## src/rtl/pattern_tx_pkg.sv

```systemverilog
// Shared types and constants for the pattern transmitter.
// The inter-frame gap is built only when PATTERN_TX_GAP_EN is defined.
package pattern_tx_pkg;

   typedef enum logic [1:0] {
      IDLE  = 2'd0,
      SHIFT = 2'd1,
      GAP   = 2'd2,
      LAST  = 2'd3
   } state_t;

   localparam logic [4:0] DEFAULT_PATTERN = 5'b11011;

   // Smallest width able to hold the values 0..n-1 (never narrower than 1 bit).
   function automatic int idx_width(input int n);
      return (n > 1) ? $clog2(n) : 1;
   endfunction

endpackage

```

## src/rtl/pattern_tx_shifter.sv

```systemverilog
// Loadable MSB-first shift register with a bit counter and a registered last-bit flag.
// bit_out is the bit currently presented; clr zeroes everything so the line idles low.
module pattern_tx_shifter
   import pattern_tx_pkg::*;
#(
   parameter int PAT_W = 5
)
(
   input  logic             clk,
   input  logic             rst_n,
   input  logic             clr,
   input  logic             load,
   input  logic             shift,
   input  logic [PAT_W-1:0] load_val,
   output logic             bit_out,
   output logic             last_bit
);

   localparam int IDX_W = idx_width(PAT_W);

   logic [PAT_W-1:0] sr;
   logic [IDX_W-1:0] bit_idx;
   logic             last_q;

   // Priority clr > load > shift; last_q is high while bit_idx==0 is on the line.
   always_ff @(posedge clk or negedge rst_n) begin
      if (!rst_n) begin
         sr      <= '0;
         bit_idx <= '0;
         last_q  <= 1'b0;
      end else if (clr) begin
         sr      <= '0;
         bit_idx <= '0;
         last_q  <= 1'b0;
      end else if (load) begin
         sr      <= load_val;
         bit_idx <= IDX_W'(PAT_W - 1);
         last_q  <= (PAT_W == 1);
      end else if (shift) begin
         sr      <= sr << 1;
         bit_idx <= bit_idx - IDX_W'(1);
         last_q  <= (bit_idx == IDX_W'(1));
      end
   end

   assign bit_out  = sr[PAT_W-1];
   assign last_bit = last_q;

endmodule

```

## src/rtl/pattern_tx.sv

```systemverilog
// Serial pattern transmitter: sends pattern_in MSB first, repeat_n frames, with abort.
// Define PATTERN_TX_GAP_EN to insert GAP_LEN idle cycles between frames.
module pattern_tx
   import pattern_tx_pkg::*;
#(
   parameter int PAT_W   = 5,
   parameter int CNT_W   = 4,
   parameter int GAP_LEN = 2
)
(
   input  logic             clk,
   input  logic             rst_n,
   input  logic             start_valid,
   output logic             start_ready,
   input  logic [PAT_W-1:0] pattern_in,
   input  logic [CNT_W-1:0] repeat_n,
   input  logic             abort,
   output logic             data,
   output logic             data_vld,
   output logic             frame_done,
   output logic             busy,
   output state_t           fsm_state
);

   // Handshake: a request is taken on a rising edge where start_valid && start_ready;
   // start_ready is high only in IDLE, and start_valid outside IDLE has no effect.

`ifdef PATTERN_TX_GAP_EN
   localparam bit GAP_EN = 1'b1;
   localparam int GAP_W  = idx_width(GAP_LEN);
   logic [GAP_W-1:0] gap_cnt;
`else
   localparam bit GAP_EN = 1'b0;
`endif

   state_t           state;
   logic [PAT_W-1:0] pat_q;
   logic [CNT_W-1:0] frames_left;
   logic             hs;
   logic             more;
   logic             sh_clr;
   logic             sh_load;
   logic             sh_shift;
   logic [PAT_W-1:0] sh_val;
   logic             sh_last;

   assign start_ready = (state == IDLE);
   assign busy        = (state != IDLE);
   assign fsm_state   = state;
   assign hs          = start_valid && start_ready;
   assign more        = (frames_left > CNT_W'(1));

   always_comb begin
      sh_clr   = 1'b0;
      sh_load  = 1'b0;
      sh_shift = 1'b0;
      sh_val   = pat_q;
      case (state)
         IDLE: begin
            if (hs) begin
               sh_load = 1'b1;
               sh_val  = pattern_in;
            end
         end
         SHIFT: begin
            if (abort)              sh_clr   = 1'b1;
            else if (!sh_last)      sh_shift = 1'b1;
            else if (more && !GAP_EN) sh_load = 1'b1;
            else                    sh_clr   = 1'b1;
         end
`ifdef PATTERN_TX_GAP_EN
         GAP: begin
            if (abort)                   sh_clr  = 1'b1;
            else if (gap_cnt == '0)      sh_load = 1'b1;
         end
`endif
         default: sh_clr = 1'b1;
      endcase
   end

   pattern_tx_shifter #(
      .PAT_W (PAT_W)
   ) u_shifter (
      .clk      (clk),
      .rst_n    (rst_n),
      .clr      (sh_clr),
      .load     (sh_load),
      .shift    (sh_shift),
      .load_val (sh_val),
      .bit_out  (data),
      .last_bit (sh_last)
   );

   assign frame_done = sh_last;

   always_ff @(posedge clk or negedge rst_n) begin
      if (!rst_n) begin
         state       <= IDLE;
         data_vld    <= 1'b0;
         pat_q       <= '0;
         frames_left <= '0;
`ifdef PATTERN_TX_GAP_EN
         gap_cnt     <= '0;
`endif
      end else begin
         case (state)
            IDLE: begin
               if (hs) begin
                  state       <= SHIFT;
                  data_vld    <= 1'b1;
                  pat_q       <= pattern_in;
                  frames_left <= (repeat_n == '0) ? CNT_W'(1) : repeat_n;
               end
            end
            SHIFT: begin
               if (abort) begin
                  state       <= IDLE;
                  data_vld    <= 1'b0;
                  frames_left <= '0;
               end else if (sh_last) begin
                  frames_left <= frames_left - CNT_W'(1);
                  if (more) begin
`ifdef PATTERN_TX_GAP_EN
                     state    <= GAP;
                     data_vld <= 1'b0;
                     gap_cnt  <= GAP_W'(GAP_LEN - 1);
`else
                     data_vld <= 1'b1;
`endif
                  end else begin
                     state    <= LAST;
                     data_vld <= 1'b0;
                  end
               end
            end
`ifdef PATTERN_TX_GAP_EN
            GAP: begin
               if (abort) begin
                  state       <= IDLE;
                  data_vld    <= 1'b0;
                  frames_left <= '0;
                  gap_cnt     <= '0;
               end else if (gap_cnt == '0) begin
                  state    <= SHIFT;
                  data_vld <= 1'b1;
               end else begin
                  gap_cnt <= gap_cnt - GAP_W'(1);
               end
            end
`endif
            LAST: begin
               state    <= IDLE;
               data_vld <= 1'b0;
            end
            default: begin
               state    <= IDLE;
               data_vld <= 1'b0;
            end
         endcase
      end
   end

endmodule
```

## config.mk

```make
export PLATFORM = sky130hd
export DESIGN_NAME = pattern_tx
export DESIGN_NICKNAME = d
export VERILOG_FILES = /design/src/rtl/pattern_tx_pkg.sv /design/src/rtl/pattern_tx_shifter.sv /design/src/rtl/pattern_tx.sv
export SDC_FILE = /design/constraint.sdc
export NUM_CORES = 1
export LEC_CHECK = 0
export BUFFER_PORTS_ARGS = -buffer_cell sky130_fd_sc_hd__buf_2
export CAP_MARGIN = 30
export CORE_ASPECT_RATIO = 0.6
export CORE_UTILIZATION = 40
export CTS_CLUSTER_DIAMETER = 100
export DETAILED_ROUTE_END_ITERATION = 6
export PLACE_DENSITY = 0.71
export SETUP_SLACK_MARGIN = 0.05
export SLEW_MARGIN = 15
export SYNTH_ARGS = -nofsm -noshare
export SYNTH_HDL_FRONTEND = slang
export SYNTH_SLANG_ARGS = --single-unit
```

## constraint.sdc

```tcl
create_clock -name clk -period 2.3 [get_ports clk]
set_input_delay 0.46 -clock clk [delete_from_list [all_inputs] [get_ports clk]]
set_output_delay 0.46 -clock clk [all_outputs]
set_load 0.02 [all_outputs]
```

Word-level counts from Yosys, hierarchy flattened
Cells that the tools add are included.

word-level totals
  register bits after elaboration = 21
  bits of input ports = 13

cells by class
  add/subtract/negate cells = 2
  magnitude comparators = 1
  equality and inequality tests = 5
  muxes and demuxes = 37
  reduce and logical (&&, ||, !) cells = 9

operator list
  kind                   number
  $mux W5                5
  $mux W1                16
  $mux W4                4
  $mux W3                3
  $mux W2                4
  $pmux W4 S2            1
  $pmux W1 S2            3
  $reduce_and A3 Y1      2
  $gt A4 B1 Y1 const B   1
  $logic_not A4 Y1       1
  $pmux W2 S2            1
  $reduce_bool A2 Y1     2
  $sub A4 B1 Y4 const B  1
  $eq A3 B1 Y1 const B   1
  $ne A3 B2 Y1 const B   1
  $ne A3 B3 Y1 const B   1
  $reduce_bool A3 Y1     1
  $sub A3 B1 Y3 const B  1
  $eq A2 B1 Y1 const B   1
  $logic_not A2 Y1       1
  $ne A2 B1 Y1 const B   1
  $reduce_and A2 Y1      1
  $logic_and A1 B1 Y1    1

Depth between registers and ports, before layout
Gate-level depths: netlist of the first run.

  depth in word-level cells = 7
  gate-level depth with buffers = 7

Hierarchy
From an unflattened synthesis of the first run, not the netlist that was laid out.

second synthesis, totals
  cell total of the unflattened synthesis = 113
  area, all modules = 1182.4 um^2

modules (own cells, without submodules)
  module              instances  cells each  area each (um^2)  seq. area each (um^2)
  pattern_tx          1          70          709.4             300.3
  pattern_tx_shifter  1          43          473.0             225.2

Worst setup path before layout of the first run
Ideal clock, no wire load.

  path kind = reg-to-reg
  start point = reg state[1], in the netlist fsm_state[1]
  end point = reg u_shifter.sr[4]
  setup time = 0.122 ns
  data arrival time = 1.761 ns
  required time = 2.178 ns
  path slack = 0.417 ns
  cell stages (with the launch flop) = 7
  period minus slack after synthesis = 1.883 ns
  path through = dfrtp_1 buf_6 or3b_4 a211o_1 buf_6 a21o_1 a32o_1

on the way
  cells in the longest elaborated chain, start to end = 6

ends and longest elaborated chain
  item                                           line                                source
  start: declaration                             pattern_tx.sv:36                    state_t state;
  start signal: assignment                       pattern_tx.sv:98                    state <= IDLE;
  start signal: assignment                       pattern_tx.sv:109                   state <= SHIFT;
  start signal: assignment                       pattern_tx.sv:117                   state <= IDLE;
  $logic_not A2 Y1                               pattern_tx.sv:47, pattern_tx.sv:58
  $logic_and A1 B1 Y1                            pattern_tx.sv:50                    assign hs = start_valid && start_ready;
  $mux W1 / $mux W5 (equally long branches)      n/a
  $pmux W1 S2 / $mux W5 (equally long branches)  n/a
  $mux W5                                        pattern_tx_shifter.sv:35            end else if (load) begin
  $mux W5                                        pattern_tx_shifter.sv:31            end else if (clr) begin
  end signal: assignment                         pattern_tx_shifter.sv:36            sr <= load_val;
  end signal: assignment                         pattern_tx_shifter.sv:40            sr <= sr << 1;
  end: declaration                               pattern_tx_shifter.sv:21            logic [PAT_W-1:0] sr;

Parallel ways exist; a longest one is shown, timed or not.
A chain may end at the register's enable or synchronous reset.

Worst setup path in the final report of the first run
  start point = reg frames_left[0]
  end point = reg u_shifter.sr[1]

on the way
  cells in the longest elaborated chain, start to end = 7

ends and longest elaborated chain
  item                      line                      source
  start: declaration        pattern_tx.sv:38          logic [CNT_W-1:0] frames_left;
  start signal: assignment  pattern_tx.sv:112         frames_left <= (repeat_n == '0) ? CNT_W'(1) : repeat_n;
  start signal: assignment  pattern_tx.sv:121         frames_left <= frames_left - CNT_W'(1);
  $gt A4 B1 Y1 *            pattern_tx.sv:51          assign more = (frames_left > CNT_W'(1));
  $mux W1                   pattern_tx.sv:68          else if (more && !GAP_EN) sh_load = 1'b1;
  $mux W1                   pattern_tx.sv:67          else if (!sh_last) sh_shift = 1'b1;
  $mux W1                   pattern_tx.sv:66          if (abort) sh_clr = 1'b1;
  $pmux W1 S2               pattern_tx.sv:58          case (state)
  $mux W5                   pattern_tx_shifter.sv:35
  $mux W5                   pattern_tx_shifter.sv:31

Mark *: on every way between the ends. The rest lies on a longest branch, timed or not.

==> run summary, run 1 <==
status = finished clean
Die Area = 0.003029 sq mm
Sw Pwr = 0.6651 mW
H-tree Lvls = 1
Power Density = 1295 mW/mm^2
Startpoint Class = register
#FFs+latches synth = 21
TritonCTS Sinks = 21
Clock transition at path regs = 0.08 ns
io pins = 20
initial antenna violation count = 0
drc violations = 0
syn avg cell area = 10.30 sq um
cts bufs inserted = 3
port bufs = 19
worst setup path class = register to register
Nets = 148
Logic pwr share = 47.2%
vias per inst = 5.562
Via Count = 901
placed cell count = 158
slew margin rel. = 53.95%
Int Pwr = 1.007 mW
vias in the first global route = 842
initial core utilization = 43.59%
Starting DRT DRC Count = 151
postcts setup bufs = 0
Final Skew = 0.001913 ns
CTS tree = done
clock latency on the worst-skew pair = 0.26 ns
Tcrit/Tclk final = 88.80%
Non-Filler Instances = 162
first-pass GRT wire length = 4181 microns
clock group share of total power = 14.7%
Syn Inst Count = 109
CP required = 2.46 ns
Cell variety after synth = 33
peak supply drop = 501.2 uV
minimum clock period = 2.042 ns
Switching Share = 39.79%
# hold bufs at CTS = 0
final wirelength = 2425 microns
largest net degree at the start of global routing = 22
EDFF count, synth = 0
sequential fraction of design power = 38.0%
total core area = 0.002575 sq mm
clk buf depth = 2
highest achievable clock rate = 489.6 MHz
die outline width = 70.39 microns
hpwl dp = 1794 microns
ratio of cells with drive above 1 in the final layout = 26.92%
Pre-Repair DR Iteration Count = 4
Synth Cell Area = 0.001122 sq mm
# rows = 14
die height = 43.03 microns
kind of capture point of the worst setup path = register
Area growth syn-to-layout = 15.05%
Leak = 0.6324 nW
setup violators final = 0
warnings from Yosys = 0
antenna diode instance count = 0
sequential cell area fraction in the yosys report = 46.82%
RSZ-0062 raised after global routing = no
slew at the pin with the worst max-slew slack = 0.6856 ns
clock root cell = clkbuf_8
routability-driven placement congestion ratio = 0.8267
Hold Slack = 0.1381 ns
most used flip-flop cell after synthesis = dfrtp_1
max_cap viols = 0
Arr. time, crit path = 2.20 ns
post-route antenna net violation count = 0
Post-synth ARST share = 100.0%
worst-path fanout max = 10
Syn Nets = 126
pins over their slew limit = 0
WL/cell = 14.97 microns
Sum Neg Setup Slack = 0 ns
Total GRT Usage = 18.69%
Final Hold Vio Count = 0
GR Overflow Total = 0
worst hold path class = input pin to async pin
Post-CTS Resized = 0
[worst max-delay path, stage by stage, from the launching register on]
cell     delay [ns]
dfrtp_1        0.43
inv_1          0.07
ha_1           0.21
or2_2          0.32
a211o_1        0.43
a21o_1         0.23
a32o_1         0.24
[power by group through the flow]
stage | Combinational [mW] | Sequential [mW] | Clock [mW]
after global routing | 0.882 | 0.654 | 0.276
after floorplan | 0.555 | 0.642 | 0
after detailed placement | 0.785 | 0.636 | 0
final | 0.790 | 0.635 | 0.247
after CTS | 0.788 | 0.631 | 0.257
after global placement | 0.757 | 0.628 | 0
[state kept, by name (all words and copies together), names as in the netlist]
register,flops
pat_q,5
u_shifter.sr,5
frames_left,4
u_shifter.bit_idx,3
fsm_state,2
data_vld,1
u_shifter.last_bit,1
[layer usage]
metal  share of wire [%]  wire, microns  global-route usage (%)
met3                 5.4            132                   6.651
met2                  41            994                   26.48
met4                0.66             16                   5.200
met1                  53           1282                   26.77
met5                   0              0                       0
[cell type report]
type,instances,area (sq um)
inverters,9,33.78
repair buffers,22,117.6
clock inverters,1,5.005
fillers,252,1284
clock buffers,3,41.29
flip-flops and latches,21,525.5
well taps,32,40.04
multi-input cells,74,528.0
[cells in the final DEF (no fill, tap or decap), drive strengths merged, types with 2 or more instances in the layout]
master	n
dfrtp	21
inv	9
nor3	4
nand3b	4
or2	2
nand3	3
and3	2
a211oi	2
a22o	2
clkbuf	3
nor3b	2
nor2	13
or3b	2
nand2	4
a21o	5
buf	22
mux2	5
a32o	5
o21ai	5
ha	4
[Yosys cell counts (3+ instances only)]
cell	n	area share (%)
dfrtp_1	21	47
nor2_1	13	4.3
inv_1	9	3.0
a21o_1	5	3.3
a32o_1	5	4.5
mux2_2	5	5.0
o21ai_0	5	2.2
ha_1	4	4.5
nand2_1	4	1.3
nand3b_1	4	2.7
nand3_1	3	1.3
nor3_1	3	1.3
[cell families after synthesis]
group | after synthesis | synth area share, %
multiplexers | 6 | 5.908
AO/OA/AOI/OAI | 26 | 18.06
XOR/XNOR | 1 | 0.7805
AND/OR/NAND/NOR | 37 | 17.84
flip-flops | 21 | 46.82
adder cells (fa/ha/maj) | 4 | 4.459
buffers and inverters | 14 | 6.131
[per-stage QoR]
stage	setup slack, ns	util (%)	power (mW)	instance area, sq um
after floorplan	0.4172	-	1.197	1122
after global placement	0.3540	48.35	1.385	1245
after detailed placement	0.3158	48.35	1.421	1245
after CTS	0.2909	50.15	1.676	1291
after global routing	0.1602	50.15	1.812	1291
final	0.2577	50.15	1.672	1291
[worst paths after layout]
check	startpoint	to	slack, ns	cells past startpoint
min	rst_n	frames_left[0]	0.14	1
min reg2reg	u_shifter.sr[4]	u_shifter.sr[4]	0.49	1
max reg2reg	frames_left[0]	u_shifter.sr[1]	0.26	6
min in group clk	pattern_in[0]	pat_q[0]	0.45	2
max	frames_left[0]	u_shifter.sr[1]	0.26	6
max in group asynchronous	rst_n	pat_q[3]	1.84	1
Power figures use the tool's default switching activity.
==> run 2, diff against run 1 <==
==> constraint.sdc (replaced) <==
create_clock -name clk -period 1.9 [get_ports clk]
set_input_delay 0.38 -clock clk [delete_from_list [all_inputs] [get_ports clk]]
set_output_delay 0.38 -clock clk [all_outputs]
set_load 0.02 [all_outputs]
==> run 2 against run 1 <==
Net effect:
- setup slack lost 0.14 ns
- power up 26%
- register-to-register slack lost 0.14 ns
- clock-buffer cell count is the same
- sequential cell count unchanged
- final area grew 5.4%
- routed wire length shrank 0.33%
- fmax up 15%
- clock skew barely moved
- via count increased by 1.7%
- combinational power grew 34%
- critical endpoint unchanged
- largest cell class unchanged
- largest power group unchanged
- highest routed layer unchanged
==> run summary, run 2 (synthesis gave the netlist of run 1 again) <==
clock root cell = clkbuf_8
vias per inst = 5.420 (-2.5%)
total power = 2.100 mW (+26%)
most common cell after layout, fill and taps aside = dfrtp_1
vias in the first global route = 839 (-0.36%)
Sum Neg Setup Slack = 0 ns (unchanged)
top flop regs = pat_q x5, u_shifter.sr x5, frames_left x4
pins over their slew limit = 0 (unchanged)
# rows = 14 (unchanged)
H-tree Lvls = 1 (unchanged)
Non-Filler Instances = 169 (+4.3%)
initial antenna violation count = 0 (unchanged)
post-route antenna net violation count = 0 (unchanged)
setup violators final = 0 (unchanged)
post-route cell area = 0.001361 sq mm (+5.4%)
WL/cell = 14.30 microns (-4.5%)
Final Skew = 0.001800 ns (-0.0001126 ns)
Die Area = 0.003029 sq mm (unchanged)
Final Hold Vio Count = 0 (unchanged)
clk buf depth = 2 (unchanged)
fill cell count = 226 (-10%)
port bufs = 19 (unchanged)
worst setup path class = register to register
kind of capture point of the worst setup path = register
CP required = 2.05 ns (-0.41 ns)
final wirelength = 2417 microns (-0.33%)
first-pass GRT wire length = 3933 microns (-5.9%)
peak supply drop = 564.8 uV (+13%)
slew margin rel. = 64.02% (+10 points)
multi-input logic area = 544.3 sq um (+3.1%)
Clock transition at path regs = 0.08 ns (about the same)
Arr. time, crit path = 1.92 ns (-0.28 ns)
RSZ-0062 raised after global routing = no
worst hold path class = input pin to async pin
placed cell count = 163 (+3.2%)
io pins = 20 (unchanged)
cell area after placement = 0.001284 sq mm (+3.1%)
Startpoint Class = register
# hold bufs at CTS = 0 (unchanged)
Pre-Repair DR Iteration Count = 4 (unchanged)
minimum clock period = 1.778 ns (-0.2644 ns)
die height = 43.03 microns (unchanged)
cts bufs inserted = 3 (unchanged)
worst-path fanout max = 6 (-4)
Nets = 155 (+4.7%)
antenna diode instance count = 0 (unchanged)
hpwl dp = 1839 microns (+2.5%)
largest net degree at the start of global routing = 22 (unchanged)
ratio of cells with drive above 1 in the final layout = 33.58% (+6.7 points)
Leak = 0.6653 nW (+5.2%)
initial core utilization = 43.59% (unchanged)
die outline width = 70.39 microns (unchanged)
routability-driven placement congestion ratio = 0.8681 (+5.0%)
Total GRT Usage = 17.38% (-1.3 points)
CTS tree = done
drc violations = 0 (unchanged)
highest achievable clock rate = 562.5 MHz (+15%)
clock latency on the worst-skew pair = 0.25 ns (about the same)
Via Count = 916 (+1.7%)
Tcrit/Tclk final = 93.57% (+4.8 points)
slew at the pin with the worst max-slew slack = 0.5356 ns (-0.1500 ns)
GR Overflow Total = 0 (unchanged)
Power Density = 1542 mW/mm^2 (+19%)
status = finished clean
TritonCTS Sinks = 21 (unchanged)
commonest cells after routing, fill and taps aside = dfrtp_1, buf_2, nor2_1
max_cap viols = 0 (unchanged)
Hold Slack = 0.07800 ns (-0.06010 ns)
total core area = 0.002575 sq mm (unchanged)
Area growth syn-to-layout = 21.29%
FF+latch area = 526.8 sq um (+0.24%)
Starting DRT DRC Count = 68 (-55%)
-- run 2: area by class of cell --
class	instances	area share [%]
well taps	32	2.941
clock buffers	3	3.033
repair buffers	29	12.50
clock inverters	1	0.3676
flip-flops and latches	21	38.69
inverters	9	2.482
multi-input cells	74	39.98
-- run 2: routing by layer --
metal | track usage [%] | vias to the layer above | share of wire, %
li1 | - | 446 | -
met1 | 26.73 | 424 | 52
met2 | 23.24 | 44 | 41
met3 | 5.226 | 2 | 6.6
met4 | 4.400 | 0 | 0.41
met5 | 0 | - | 0
-- run 2: report_power, final --
part / internal (mW) / total [mW] / switching (mW) / leakage (nW)
Clock: 0.146 / 0.289 / 0.143 / 0.0255
Sequential: 0.641 / 0.754 / 0.113 / 0.263
Combinational: 0.498 / 1.06 / 0.559 / 0.377
-- run 2: repair_timing --
item                       CTS  global route
setup buffers                1             1
cloned                       0             0
resized for setup            1             3
pin swaps                    1             1
setup endpoints to repair    4             4
-- run 2: final timing paths --
kind / startpoint / end / slack [ns] / cells after the start
setup / recovery: frames_left[0] / u_shifter.sr[1] / 0.12 / 6
hold / removal: rst_n / u_shifter.last_bit / 0.08 / 1
setup reg to reg: frames_left[0] / u_shifter.sr[1] / 0.12 / 6
hold reg to reg: u_shifter.sr[3] / u_shifter.sr[3] / 0.49 / 1
max in group asynchronous: rst_n / fsm_state[1] / 1.46 / 1
min in group clk: pattern_in[4] / pat_q[4] / 0.38 / 2
-- run 2: per-stage QoR --
| step | setup WS [ns] | utilization (%) |
|---|---|---|
| floorplan | 0.04406 | - |
| global placement | 0.06305 | 49.85 |
| detailed placement | 0.02799 | 49.85 |
| CTS | 0.06517 | 52.04 |
| global route | 0.06979 | 52.87 |
| finish | 0.1221 | 52.87 |
-- run 2: worst max-delay path, cell delays in order (launching register included) --
cell,delay (ns)
dfrtp_1,0.39
inv_1,0.06
ha_2,0.19
or2_4,0.26
a211o_4,0.35
a21o_1,0.18
a32o_1,0.24
==> run 3, diff against run 2 <==
--- a/config.mk
+++ b/config.mk
@@ -8,8 +8,8 @@
 export BUFFER_PORTS_ARGS = -buffer_cell sky130_fd_sc_hd__buf_2
 export CAP_MARGIN = 30
 export CORE_ASPECT_RATIO = 0.6
+export CORE_MARGIN = 2
 export CORE_UTILIZATION = 40
-export CTS_CLUSTER_DIAMETER = 100
 export DETAILED_ROUTE_END_ITERATION = 6
 export PLACE_DENSITY = 0.71
 export SETUP_SLACK_MARGIN = 0.05
==> run 3 against run 2 <==
Net effect:
- first-iteration DRC count is 75% higher
- via count is 2.6% higher
- power is 2.8% higher
- critical path type unchanged
- largest cell class unchanged
- largest power group unchanged
- highest routed layer unchanged
==> run summary, run 3 (synthesis gave the netlist of run 1 again) <==
status = finished clean
routability-driven placement congestion ratio = 0.8647 (-0.39%)
minimum clock period = 1.814 ns (+0.03617 ns)
hpwl dp = 1944 microns (+5.7%)
vias per inst = 5.434 (+0.25%)
setup violators final = 0 (unchanged)
initial core utilization = 43.29% (-0.29 points)
WL/cell = 15.39 microns (+7.6%)
slew at the pin with the worst max-slew slack = 0.7223 ns (+0.1867 ns)
worst hold path class = input pin to async pin
slew margin rel. = 51.48% (-13 points)
final wirelength = 2662 microns (+10%)
io pins = 20 (unchanged)
die height = 45.03 microns (+4.6%)
largest net degree at the start of global routing = 22 (unchanged)
top flop regs = pat_q x5, u_shifter.sr x5, frames_left x4
Final Skew = 0.006626 ns (+0.004826 ns)
total core area = 0.002592 sq mm (+0.68%)
kind of capture point of the worst setup path = register
total power = 2.158 mW (+2.8%)
CP delay by family, top = compound AO/OA/AOI/OAI gates
RSZ-0062 raised after global routing = no
Final Hold Vio Count = 0 (unchanged)
highest achievable clock rate = 551.2 MHz (-2.0%)
Die Area = 0.003260 sq mm (+7.6%)
peak supply drop = 605.9 uV (+7.3%)
worst setup path class = register to register
multi-input logic area = 544.3 sq um (unchanged)
slowest CP cell = dfrtp_1
clk buf depth = 2 (unchanged)
CP required = 2.05 ns (about the same)
CP max stage delay = 0.38 ns (about the same)
Arr. time, crit path = 1.96 ns (+0.04 ns)
antenna diode instance count = 0 (unchanged)
# hold bufs at CTS = 0 (unchanged)
Nets = 159 (+2.6%)
clock root cell = clkbuf_8
initial antenna violation count = 0 (unchanged)
ratio of cells with drive above 1 in the final layout = 35.46% (+1.9 points)
fill cell count = 225 (-0.44%)
most common cell after layout, fill and taps aside = dfrtp_1
GR Overflow Total = 0 (unchanged)
pins over their slew limit = 0 (unchanged)
Starting DRT DRC Count = 119 (+75%)
port bufs = 19 (unchanged)
Leak = 0.6841 nW (+2.8%)
FF+latch area = 526.8 sq um (unchanged)
H-tree Lvls = 1 (unchanged)
Power Density = 1551 mW/mm^2 (+0.58%)
CTS tree = done
flop-to-flop setup slack = 0.09 ns (-0.04 ns)
# rows = 14 (unchanged)
Area growth syn-to-layout = 23.97%
die outline width = 72.39 microns (+2.8%)
TritonCTS Sinks = 21 (unchanged)
WP buf/inv = 1 (unchanged)
crit-path cells = inv_1 -> ha_2 -> or2_4 -> a211o_4 -> a21o_1 -> a32o_1
Tcrit/Tclk final = 95.48% (+1.9 points)
post-route antenna net violation count = 0 (unchanged)
max_cap viols = 0 (unchanged)
drc violations = 0 (unchanged)
Total GRT Usage = 17.86% (+0.48 points)
cts bufs inserted = 3 (unchanged)
Clock transition at path regs = 0.08 ns (about the same)
Hold Slack = 0.06710 ns (-0.01090 ns)
Via Count = 940 (+2.6%)
clock latency on the worst-skew pair = 0.26 ns (about the same)
commonest cells after routing, fill and taps aside = dfrtp_1, buf_2, buf_4
Pre-Repair DR Iteration Count = 4 (unchanged)
Startpoint Class = register
vias in the first global route = 935 (+11%)
worst-path fanout max = 7 (+1)
first-pass GRT wire length = 4347 microns (+11%)
[run 3: cell count changes in the layout (fill, tap and decap cells not counted)]
cell	change
buf_4	+4
[run 3: layer usage]
layer / wire length [microns] / up-vias / share of wire (%) / global-route usage, %
met5: 0 / - / 0 / 0
met3: 170 / 2 / 6.4 / 6.027
met1: 1285 / 454 / 48 / 25.32
met2: 1186 / 31 / 45 / 27.16
met4: 19 / 0 / 0.71 / 3.333
li1: - / 453 / - / -
[run 3: layout make-up]
cell class,count,share of cell area [%]
inverter,9,2.428
tap,32,2.878
timing repair buffer,33,14.39
clock inverter,1,0.3597
sequential,21,37.86
multi-input combinational,74,39.12
clock buffer,3,2.968
[run 3: path summary, 6_finish.rpt]
| check | end | startpoint | depth (start not counted) |
|---|---|---|---|
| min | u_shifter.sr[3] | rst_n | 1 |
| max reg2reg | u_shifter.sr[1] | frames_left[0] | 6 |
| min reg2reg | u_shifter.sr[2] | u_shifter.sr[2] | 1 |
| max | u_shifter.sr[1] | frames_left[0] | 6 |
| max in group asynchronous | fsm_state[1] | rst_n | 1 |
| min in group clk | pat_q[0] | pattern_in[0] | 2 |
[run 3: timing repair]
item / in CTS / in global routing
endpoints found under the setup margin: 4 / 4
gates resized for setup: 2 / 2
buffers inserted: 2 / 0
pin swaps: 1 / 1
[run 3: where the power goes]
group	internal (mW)	switching, mW	leakage (nW)
logic	0.531	0.578	0.396
clock network	0.146	0.143	0.0255
registers	0.641	0.119	0.263
[run 3: worst reg2reg max path: stages (launching register included)]
cell	delay (ns)
dfrtp_1	0.38
inv_1	0.05
ha_2	0.19
or2_4	0.26
a211o_4	0.37
a21o_1	0.20
a32o_1	0.26
[run 3: metrics by stage]
stage / setup TNS, ns / std cells / instance area (sq um) / setup WS [ns] / utilization, %
2_1_floorplan: 0 / 109 / 1124 / 0.04406 / -
3_3_place_gp: 0 / 167 / 1314 / 0.02166 / 50.68
3_5_place_dp: -0.03100 / 167 / 1314 / -0.01997 / 50.68
4_1_cts: 0 / 173 / 1386 / 0.06227 / 53.47
5_1_grt: 0 / 173 / 1391 / 0.02896 / 53.67
6_report: 0 / 173 / 1391 / 0.08592 / 53.67
